`config.mk`:
```
export PLATFORM = sky130hd
export DESIGN_NAME = irrigacao_controlador
export DESIGN_NICKNAME = d
export VERILOG_FILES = /design/src/rtl/irrigacao_controlador.sv
export SDC_FILE = /design/constraint.sdc
export NUM_CORES = 1
export LEC_CHECK = 0
export CAP_MARGIN = 40
export CORE_ASPECT_RATIO = 0.9
export CORE_MARGIN = 2
export CORE_UTILIZATION = 53
export CTS_CLUSTER_SIZE = 30
export DETAILED_ROUTE_END_ITERATION = 16
export HOLD_SLACK_MARGIN = 0.02
export PLACE_DENSITY = 0.78
export SLEW_MARGIN = 25
export SYNTH_ARGS = -nofsm -noshare
export SYNTH_HDL_FRONTEND = slang
export SYNTH_SLANG_ARGS = --single-unit
export TNS_END_PERCENT = 30
```
`constraint.sdc`:
```
create_clock -name clk -period 2.45 [get_ports clk]
set_input_delay 0.245 -clock clk [delete_from_list [all_inputs] [get_ports clk]]
set_output_delay 0.245 -clock clk [all_outputs]
set_load 0.01 [all_outputs]
```
`src/rtl/irrigacao_controlador.sv`:
```
// Valve sequencer for the irrigation system: debounces the watering requests, opens at most one
// valve at a time, and enforces minimum run, maximum run and pause times in ticks of the time base.
module irrigacao_controlador #(
  parameter int DEB_TICKS   = 4,
  parameter int MIN_ON      = 10,
  parameter int MAX_ON      = 60,
  parameter int PAUSA_TICKS = 8,
  parameter int CW          = 8
) (
  input  logic       clk,
  input  logic       reset,
  input  logic       tick,
  input  logic       req_asp,
  input  logic       req_got,
  input  logic       nivel_h,
  input  logic       nivel_m,
  input  logic       nivel_l,
  output logic       valv_asp,
  output logic       valv_got,
  output logic       erro_nivel,
  output logic       fim_tempo,
  output logic [2:0] estado
);

  typedef enum logic [2:0] {
    IDLE        = 3'd0,
    CONFIRMA    = 3'd1,
    ASPERSAO    = 3'd2,
    GOTEJAMENTO = 3'd3,
    PAUSA       = 3'd4,
    ERRO        = 3'd5
  } estadoT;

  localparam logic [CW-1:0] DEB_C   = CW'(DEB_TICKS);
  localparam logic [CW-1:0] MIN_C   = CW'(MIN_ON);
  localparam logic [CW-1:0] MAX_C   = CW'(MAX_ON);
  localparam logic [CW-1:0] PAUSA_C = CW'(PAUSA_TICKS);

  estadoT        state, stateNext;
  logic [CW-1:0] cnt, cntNext, cntInc;
  logic          selGot, selGotNext;
  logic          fimNext;
  logic          lvlErr;
  logic          reqSel;

  // A higher sensor wet while a lower one is dry can only be a sensor fault.
  assign lvlErr = (nivel_h & ~nivel_m) | (nivel_h & ~nivel_l) | (nivel_m & ~nivel_l);
  assign reqSel = selGot ? req_got : req_asp;
  assign cntInc = cnt + 1'b1;

  // NOTE: state registers use non-blocking assignments so every flop samples the pre-edge values.
  always_ff @(posedge clk or posedge reset) begin
    if (reset) begin
      state     <= IDLE;
      cnt       <= '0;
      selGot    <= 1'b0;
      fim_tempo <= 1'b0;
    end else begin
      state     <= stateNext;
      cnt       <= cntNext;
      selGot    <= selGotNext;
      fim_tempo <= fimNext;
    end
  end

  // NOTE: every output of this block gets a default first, so no path can infer a latch.
  always_comb begin
    stateNext  = state;
    cntNext    = cnt;
    selGotNext = selGot;
    fimNext    = 1'b0;

    if (lvlErr) begin
      stateNext = ERRO;
      cntNext   = '0;
    end else begin
      case (state)
        IDLE: begin
          cntNext = '0;
          if (nivel_l && (req_asp || req_got)) begin
            stateNext  = CONFIRMA;
            selGotNext = req_got;
          end
        end

        CONFIRMA: begin
          if (!reqSel || !nivel_l) begin
            stateNext = IDLE;
            cntNext   = '0;
          end else if (tick) begin
            if (cntInc == DEB_C) begin
              stateNext = selGot ? GOTEJAMENTO : ASPERSAO;
              cntNext   = '0;
            end else begin
              cntNext = cntInc;
            end
          end
        end

        ASPERSAO, GOTEJAMENTO: begin
          // Exit priority: dry tank, then timeout, then request release after the minimum run.
          if (!nivel_l) begin
            stateNext = PAUSA;
            cntNext   = '0;
          end else if (tick && (cntInc == MAX_C)) begin
            stateNext = PAUSA;
            cntNext   = '0;
            fimNext   = 1'b1;
          end else if (!reqSel && (cnt >= MIN_C)) begin
            stateNext = PAUSA;
            cntNext   = '0;
          end else if (tick && (cnt != MAX_C)) begin
            cntNext = cntInc;
          end
        end

        PAUSA: begin
          if (tick) begin
            if (cntInc == PAUSA_C) begin
              stateNext = IDLE;
              cntNext   = '0;
            end else begin
              cntNext = cntInc;
            end
          end
        end

        ERRO: begin
          cntNext = '0;
          if (tick) begin
            stateNext = PAUSA;
          end
        end

        default: begin
          stateNext  = IDLE;
          cntNext    = '0;
          selGotNext = 1'b0;
        end
      endcase
    end
  end

  assign valv_asp   = (state == ASPERSAO);
  assign valv_got   = (state == GOTEJAMENTO);
  assign erro_nivel = (state == ERRO);
  assign estado     = state;

endmodule
```
After elaboration in Yosys (flattened, before gate mapping)
Cells that the tools add are included.
Widths: inputs -> output; s select.
Storage, ports and cells
  output and inout bits: 7
  input port bits: 8
  register bits after elaboration: 13
Operators by class
  equal/unequal tests: 18
  multiplexer cells: 31
  $lt $le $gt $ge: 1
  bitwise logic cells: 9
  reductions and logical operators: 14
  $add $sub $neg: 1
Operators with widths (number)
  $mux 8: 10
  $mux 3: 11
  $pmux 8 s3: 1
  $pmux 3 s5: 1
  $ne 3x3->1 const B: 3
  $add 8x1->8 const B: 1
  $eq 8x3->1 const B: 1
  $eq 8x4->1 const B: 1
  $eq 8x6->1 const B: 1
  $ge 8x4->1 const B: 1
  $ne 4x4->1 const B: 2
  $ne 8x6->1 const B: 1
  $mux 1: 7
  $reduce_and 7->1: 1
  $eq 3x2->1 const B: 2
  $eq 3x3->1 const B: 2
  $ne 6x6->1 const B: 1
  $reduce_and 3->1: 2
  $ne 5x5->1 const B: 1
  $reduce_or 5->1: 1
  $logic_and 1x1->1: 4
  $not 1->1: 4
  $and 1x1->1: 3
  $eq 3x1->1 const B: 1
  8 further kinds: 11

Logic depth before layout (Yosys ltp)
Gate-level depths: netlist of run 1.
  depth after elaboration: 8
  gate-level depth with buffers: 9
  depth with buffers taken out: 8

Least setup slack after synthesis of run 1
Ideal clock, no wire load.
  path type: reg2reg
  start point: reg state[1], in the netlist estado[1]
  end point: reg state[2], in the netlist estado[2]
  buffers on the path: 1
  library setup time: 0.125 ns
  data required time: 2.325 ns
  cell stages (with the launch flop): 7
  arrival: 1.934 ns
  setup slack: 0.392 ns
  cells stage by stage: dfrtp_1 > buf_2 > or3b_2 > a41oi_1 > nor3_1 > o21ai_1 > mux2_2
On the way
  cells in the longest elaborated chain, start to end: 4
  elaborated cells between the ends (all ways): 17
  classes of those cells: eq/ne: 12; mux: 2; reduce/logical: 3
RTL lines
  start, declared: line 39  | estadoT state, stateNext;
  start signal, assigned: line 59  | state <= stateNext;
  $eq 3x2->1: line 77  | case (state)
  $reduce_or 2->1: line 77
  $ne 5x5->1 (no source line) or $pmux 3 s5 (tied branches)
  $reduce_and 7->1 (no source line) or $mux 3 (tied branches)
Parallel ways exist; a longest one is shown, timed or not.
A chain may end at the register's enable or synchronous reset.

Worst setup path in the final report of run 1
  start point: reg cnt[1]
  end point: reg cnt[7]
On the way
  cells in the longest elaborated chain, start to end: 7
  elaborated cells between the ends (all ways): 22
  classes of those cells: add/sub: 1; order compare: 1; eq/ne: 5; mux: 11; reduce/logical: 4
RTL lines
  start, declared: line 40  | logic [CW-1:0] cnt, cntNext, cntInc;
  start signal, assigned: line 60  | cnt <= cntNext;
  $add 8x1->8 or $ge 8x4->1 (tied branches): line 49, 109
  $eq 8x3->1, or another cell as far along: line 91  | if (cntInc == DEB_C) begin
  $mux 8, or another cell as far along: line 91
  $mux 8 (on tied branches): line 90, 105
  $mux 8 (on tied branches): line 87, 102
  $pmux 8 s3: line 77
  $mux 8: line 73  | if (lvlErr) begin
Parallel ways exist; a longest one is shown, timed or not. The select of a mux whose other input is x is not followed.

==> impl_metrics.env, run 1 <==
export IMPL_crit_path_max_fanout=5
export IMPL_synth_largest_type_area_fraction_pct=30.7
export IMPL_postSynthNetCount=135
export IMPL_cpMaxStageDelayCell="o31ai_1"
export IMPL_tightestPinTransition_ns=0.517
export IMPL_dominantRegCellSynth="dfrtp_1"
export IMPL_synth_edf_count=0
export IMPL_ctsHoldBuffers=0
export IMPL_vdd_ir_drop_max_mv=0.464
export IMPL_power_share_switching_pct=37.4
export IMPL_clock_path_buffers=2
export IMPL_rows=15
export IMPL_synth_top_cells_by_count="dfrtp_1, nor2_1, o21ai_0"
export IMPL_status="completed"
export IMPL_design_die_area_sq_um=2380
export IMPL_time_the_worst_path_needs_with_i_o_delays_and_setup_ns=2.20
export IMPL_slew_headroom_pct=65.5
export IMPL_critical_path_cell_chain="ha_1, nor4b_4, nand3_1, and3b_2, o31ai_1, nor2_1, a211o_1"
export IMPL_grt_max_degree=14
export IMPL_synth_cell_types=51
export IMPL_port_buffers=14
export IMPL_drt_pass1_iter_count=4
export IMPL_finalPower_uw=717
export IMPL_worstHoldPathType="input pin to async pin"
export IMPL_rsz0062_at_grt="false"
export IMPL_cap_violations=0
export IMPL_detailroute_via_count=1048
export IMPL_pwr_share_seq_pct=39.4
export IMPL_post_cts_resize_count=0
export IMPL_dpl_instance_area_sq_um=1270
export IMPL_number_of_remaining_drc_errors=0
export IMPL_grt_overflow_total=0
export IMPL_count_of_routing_violations_after_the_opening_detailed_route_iteration=50
export IMPL_power_combinational_fraction_pct=41.5
export IMPL_startpoint_type="flop"
export IMPL_htree_num_levels=1
export IMPL_grt_first_pass_wirelength_um=4110
export IMPL_grt_antenna_before_repair=0
export IMPL_power_share_clock_pct=19.1
export IMPL_detail_route_wl_per_cell_um=14.6
export IMPL_layout_cell_area_non_filler_sq_um=1300
export IMPL_ys_seq_area_share_pct=30.7
export IMPL_clkLatencyLatePin_ns=0.28
export IMPL_min_period_over_period_pct=89.9
export IMPL_synthesis_instances=124
export IMPL_total_half_perimeter_wirelength_after_legalization_and_detailed_placement_um=1850
export IMPL_drv_slew=0
export IMPL_post_synth_top_count_cell="dfrtp_1"
export IMPL_routed_wl_um=2490
export IMPL_crit_path_max_incr_delay_ns=0.43
export IMPL_hold_viol=0
export IMPL_design_final_nets=158
export IMPL_worst_endpoint_arrival_ns=2.37
export IMPL_powerDensity_nw_per_um2=551
export IMPL_synthTopCellsByArea="dfrtp_1, o21ai_0, nor2_1, ha_1, nand3_1"
export IMPL_place_congestion=0.859
export IMPL_final_setup_skew_ns=0.00366
export IMPL_setup_worst_path_class="flop to flop"
export IMPL_timing_critical_path_required_ns=2.62
export IMPL_grt_pass1_vias=904
export IMPL_cts_made_buffers=3
export IMPL_totalNegativeSetupSlack_ns=0
export IMPL_post_cts_setup_buffers=0
export IMPL_insertedDiodeCount=0
export IMPL_number_of_warning_messages_in_the_yosys_log=0
export IMPL_floorplan_initialDensity_pct=56.0
export IMPL_synthesized_area_per_cell_sq_um=8.56
export IMPL_core_region_area_sq_um=1900
export IMPL_internal_dissipation_uw=449
export IMPL_ios=15
export IMPL_power_static_leakage_uw=0.000531
export IMPL_final_setup_viols=0
export IMPL_via_density=6.13
export IMPL_end_kind="flop"
export IMPL_die_height_um=46.4
export IMPL_grt_usage_pct=23.8
export IMPL_fmaxAchievable_mhz=454
export IMPL_n_fill_cell=156
export IMPL_ant_nets=0
export IMPL_layout_area_overhead_vs_synth_pct=22.6
export IMPL_die_w_um=51.2
export IMPL_synth_ff_latch_count=13
export IMPL_cts_reportedPaths_clkPinSlew_ns=0.08
export IMPL_post_synthesis_instance_area_sq_um=1060
export IMPL_p_switching_uw=268
export IMPL_synth_async_reset_ratio_pct=100
export IMPL_synthDominantAreaCellType="dfrtp_1"
export IMPL_cts_root_buffer_cell="clkbuf_4"
export IMPL_holdWs_ns=0.286
export IMPL_tritoncts_clock_tree="done"
export IMPL_post_route_cells_drive_above_1_share_pct=19.2
export IMPL_cts_sink_count=13
export IMPL_layout_core_utilization_pct=68.6
state kept, by name, summed over array words and instances (netlist names):
| register | cells |
|---|---|
| selGot | 1 |
| fim_tempo | 1 |
| estado | 3 |
| cnt | 8 |
area by class of cell:
cell class	count	area [sq um]	area share, %
multi-input combinational	100	692	53.2
sequential	13	325	25.0
timing repair buffer	22	200	15.4
tap	25	31.3	2.40
clock buffer	4	26.3	2.02
inverter	7	26.3	2.02
cell families (layout without fill, tap and decap cells):
| family | count (synthesis) | after routing | synth area share, % |
|---|---|---|---|
| AOI/OAI and AO/OA | 35 | 35 | 24.4 |
| adders and majority gates | 3 | 3 | 3.54 |
| muxes | 4 | 4 | 3.89 |
| buffers and inverters | 11 | 33 | 4.83 |
| and+or+nand+nor | 58 | 58 | 32.7 |
| DFF | 13 | 13 | 30.7 |
per-stage QoR:
stage / setup WS (ns) / std cells
2_1_floorplan: 0.392 / 124
3_3_place_gp: 0.147 / 167
6_report: 0.248 / 171
4_1_cts: 0.197 / 171
3_5_place_dp: 0.131 / 167
5_1_grt: 0.103 / 171
power by group through the flow:
stage / combinational, uW / sequential (uW) / clock [uW]
2_1_floorplan: 197 / 274 / 0
3_3_place_gp: 284 / 281 / 0
3_5_place_dp: 290 / 284 / 0
4_1_cts: 293 / 281 / 141
5_1_grt: 327 / 287 / 153
6_report: 298 / 282 / 137
cells in the final DEF (no fill, tap or decap), types with 3 or more instances in the layout:
cell and instances:
nor2_1 12, or3b_2 3, clkbuf_4 3, nand2_1 7, nor2b_1 3, ha_1 3
nand3_1 7, o21ai_0 9, dfrtp_1 13, a21oi_1 3, nor3_1 5, mux2i_1 3
buf_4 8, inv_1 7, clkdlybuf4s50_1 14
critical path: cells and delay by family, from the launching register on:
kind,cells,cell delay (ns)
DFF,1,0.41
AOI/OAI and AO/OA,2,0.72
adders and majority gates,1,0.19
and+or+nand+nor,4,0.77
final timing paths:
check / from / endpoint / slack, ns / cells after the start
min in group clk: selGot$_DFFE_PP0P_ / selGot$_DFFE_PP0P_ / 0.59 / 2
min reg2reg: selGot$_DFFE_PP0P_ / selGot$_DFFE_PP0P_ / 0.59 / 2
min: reset / cnt[3]$_DFFE_PP0P_ / 0.29 / 2
max reg2reg: cnt[1]$_DFFE_PP0P_ / cnt[7]$_DFFE_PP0P_ / 0.25 / 7
max: cnt[1]$_DFFE_PP0P_ / cnt[7]$_DFFE_PP0P_ / 0.25 / 7
max in group asynchronous: reset / cnt[2]$_DFFE_PP0P_ / 1.82 / 2
metal layers:
layer	vias to the layer above	part of all wire [%]	global-route usage, %
met5	-	0	0
met4	0	0.56	8.11
met3	2	6.1	7.47
met2	43	44	36.1
met1	494	50	32.1
li1	509	-	-
Note: power is estimated with default switching activity, not from simulation.
==> run 2, diff against run 1 <==
ABC_AREA = 1   (was not set)
CORE_UTILIZATION = 54   (was 53)
PLACE_DENSITY = 0.79   (was 0.78)
==> run 2 against run 1 <==
  * Combinational power is 63% higher
  * Critical path depth is 5 higher
  * Global-route usage is 0.32 points lower
  * Clock-buffer cell count stayed put
==> impl_metrics.env, run 2 <==
export IMPL_timing_critical_path_required_ns=2.64
export IMPL_core_region_area_sq_um=1910
export IMPL_tightestPinTransition_ns=0.496
export IMPL_drv_slew=0
export IMPL_vdd_ir_drop_max_mv=0.556
export IMPL_grt_pass1_vias=954
export IMPL_cts_reportedPaths_clkPinSlew_ns=0.09
export IMPL_layout_area_overhead_vs_synth_pct=18.0
export IMPL_grt_overflow_total=0
export IMPL_synth_top_cells_by_count="nand2_1, inv_1, nor2_1"
export IMPL_cpMaxStageDelayCell="dfrtp_1"
export IMPL_clkLatencyLatePin_ns=0.29
export IMPL_drt_pass1_iter_count=4
export IMPL_postSynthNetCount=178
export IMPL_status="completed"
export IMPL_slew_headroom_pct=66.6
export IMPL_ctsHoldBuffers=0
export IMPL_synthesized_area_per_cell_sq_um=6.59
export IMPL_floorplan_initialDensity_pct=57.5
export IMPL_end_kind="flop"
export IMPL_powerDensity_nw_per_um2=708
export IMPL_design_final_nets=197
export IMPL_totalNegativeSetupSlack_ns=0
export IMPL_fmaxAchievable_mhz=486
export IMPL_detail_route_wl_per_cell_um=12.5
export IMPL_ant_nets=0
export IMPL_hold_viol=0
export IMPL_via_density=5.23
export IMPL_rows=15
export IMPL_number_of_warning_messages_in_the_yosys_log=0
export IMPL_grt_max_degree=14
export IMPL_place_congestion=0.907
export IMPL_tritoncts_clock_tree="done"
export IMPL_routed_wl_um=2630
export IMPL_synthTopCellsByArea="dfrtp_1, nand2_1, inv_1, nand3_1, nand2_2"
export IMPL_synth_cell_types=27
export IMPL_layout_cells_most_common_list="nand2_1, inv_1, nor2_1"
export IMPL_synth_async_reset_ratio_pct=100
export IMPL_number_of_remaining_drc_errors=0
export IMPL_clock_path_buffers=2
export IMPL_synthDominantAreaCellType="dfrtp_1"
export IMPL_crit_path_max_fanout=6
export IMPL_largest_reg_flops=8
export IMPL_total_half_perimeter_wirelength_after_legalization_and_detailed_placement_um=2020
export IMPL_cts_made_buffers=3
export IMPL_synth_ff_latch_count=13
export IMPL_time_the_worst_path_needs_with_i_o_delays_and_setup_ns=2.06
export IMPL_worstHoldPathType="input pin to async pin"
export IMPL_design_die_area_sq_um=2420
export IMPL_final_setup_viols=0
export IMPL_final_setup_skew_ns=0.00636
export IMPL_post_cts_setup_buffers=0
export IMPL_die_w_um=51.6
export IMPL_critical_path_cell_chain="ha_1, nand3_1, inv_1, nand2_1, nand2_2, nand2_1, nor2_2, nand2_2, nand3_1, nand3_1, nand2_1, o21ai_1"
export IMPL_min_period_over_period_pct=83.9
export IMPL_grt_usage_pct=23.5
export IMPL_post_route_cells_drive_above_1_share_pct=14.1
export IMPL_cts_sink_count=13
export IMPL_synthesis_instances=167
export IMPL_crit_path_max_incr_delay_ns=0.44
export IMPL_dominantRegCellSynth="dfrtp_1"
export IMPL_cts_root_buffer_cell="clkbuf_4"
export IMPL_synth_edf_count=0
export IMPL_max_flop_register="cnt"
export IMPL_detailroute_via_count=1098
export IMPL_die_height_um=46.8
export IMPL_setup_worst_path_class="flop to flop"
export IMPL_insertedDiodeCount=0
export IMPL_cap_violations=0
export IMPL_grt_antenna_before_repair=0
export IMPL_count_of_routing_violations_after_the_opening_detailed_route_iteration=63
export IMPL_startpoint_type="flop"
export IMPL_ios=15
export IMPL_ys_seq_area_share_pct=29.5
export IMPL_rsz0062_at_grt="false"
export IMPL_port_buffers=14
export IMPL_final_common_cell="nand2_1"
export IMPL_post_synth_top_count_cell="nand2_1"
export IMPL_post_synthesis_instance_area_sq_um=1100
export IMPL_power_static_leakage_uw=0.000631
export IMPL_layout_core_utilization_pct=67.8
export IMPL_post_cts_resize_count=0
export IMPL_synth_largest_type_area_fraction_pct=29.5
export IMPL_htree_num_levels=1
export IMPL_grt_first_pass_wirelength_um=4080
export IMPL_worst_endpoint_arrival_ns=2.24
[run 2: cell count changes in the layout (fill, tap and decap cells not counted), moves of 3 or more]
cell	previous run	this run
nand2_1	7	46
mux2i_1	3	0
nand3_1	7	13
inv_1	7	26
or3b_2	3	0
nor2_1	12	15
nor2b_1	3	0
buf_4	8	0
o21ai_1	1	11
nor2_2	0	3
nand2_2	0	9
o21ai_0	9	4
[run 2: logic make-up (layout without fill, tap and decap cells)]
logic type	after synthesis	count (layout)	share of synthesized area (%)
buf+inv	27	45	9.20
simple gates	99	99	43.7
fa+ha+maj	3	3	3.41
xor+xnor	1	1	0.796
flops	13	13	29.5
compound gates	24	24	13.3
[run 2: metal layers]
| layer | vias up | routed length (um) | track usage, % |
|---|---|---|---|
| li1 | 565 | - | - |
| met1 | 498 | 1310 | 32.9 |
| met2 | 30 | 1170 | 35.9 |
| met3 | 5 | 112 | 4.14 |
| met4 | 0 | 42 | 10.5 |
| met5 | - | 0 | 0 |
[run 2: layout make-up]
| cell class | instances | area, sq um |
|---|---|---|
| multi-input cells | 127 | 674 |
| fillers | 183 | 616 |
| flip-flops and latches | 13 | 325 |
| repair buffers | 14 | 140 |
| inverters | 27 | 101 |
| well taps | 25 | 31.3 |
| clock buffers | 4 | 26.3 |
[run 2: worst paths after layout]
kind,start,end,slack (ns),cells after the start
worst max-delay path,cnt[1]$_DFFE_PP0P_,cnt[3]$_DFFE_PP0P_,0.39,12
worst min-delay path,reset,cnt[3]$_DFFE_PP0P_,0.27,2
worst max register to register,cnt[1]$_DFFE_PP0P_,cnt[3]$_DFFE_PP0P_,0.39,12
worst min register to register,cnt[7]$_DFFE_PP0P_,cnt[7]$_DFFE_PP0P_,0.55,2
max in group asynchronous,reset,selGot$_DFFE_PP0P_,1.85,2
min in group clk,cnt[7]$_DFFE_PP0P_,cnt[7]$_DFFE_PP0P_,0.55,2
[run 2: stage by stage]
stage               power, uW  std cells  setup slack [ns]  cell area (sq um)  hold WS (ns)
global route              987        210             0.232               1300         0.360
CTS                       918        210             0.435               1300         0.306
global placement          762        206             0.508               1270         0.513
detailed placement        772        206             0.401               1270         0.522
finish                    920        210             0.394               1300         0.265
floorplan                 624        167             0.785               1100         0.122
[run 2: power by group]
part	leakage, uW	switching (uW)	internal, uW
sequential	0.000174	38.2	249
combinational	0.000441	300	184
clock	0.0000150	83.9	63.5
total	0.000631	422	497
[run 2: critical path: cells and delay by family, from the launching register on]
kind | cells | cell delay, ns
compound gates | 1 | 0.07
fa+ha+maj | 1 | 0.29
simple gates | 9 | 1.04
flops | 1 | 0.44
buf+inv | 1 | 0.12
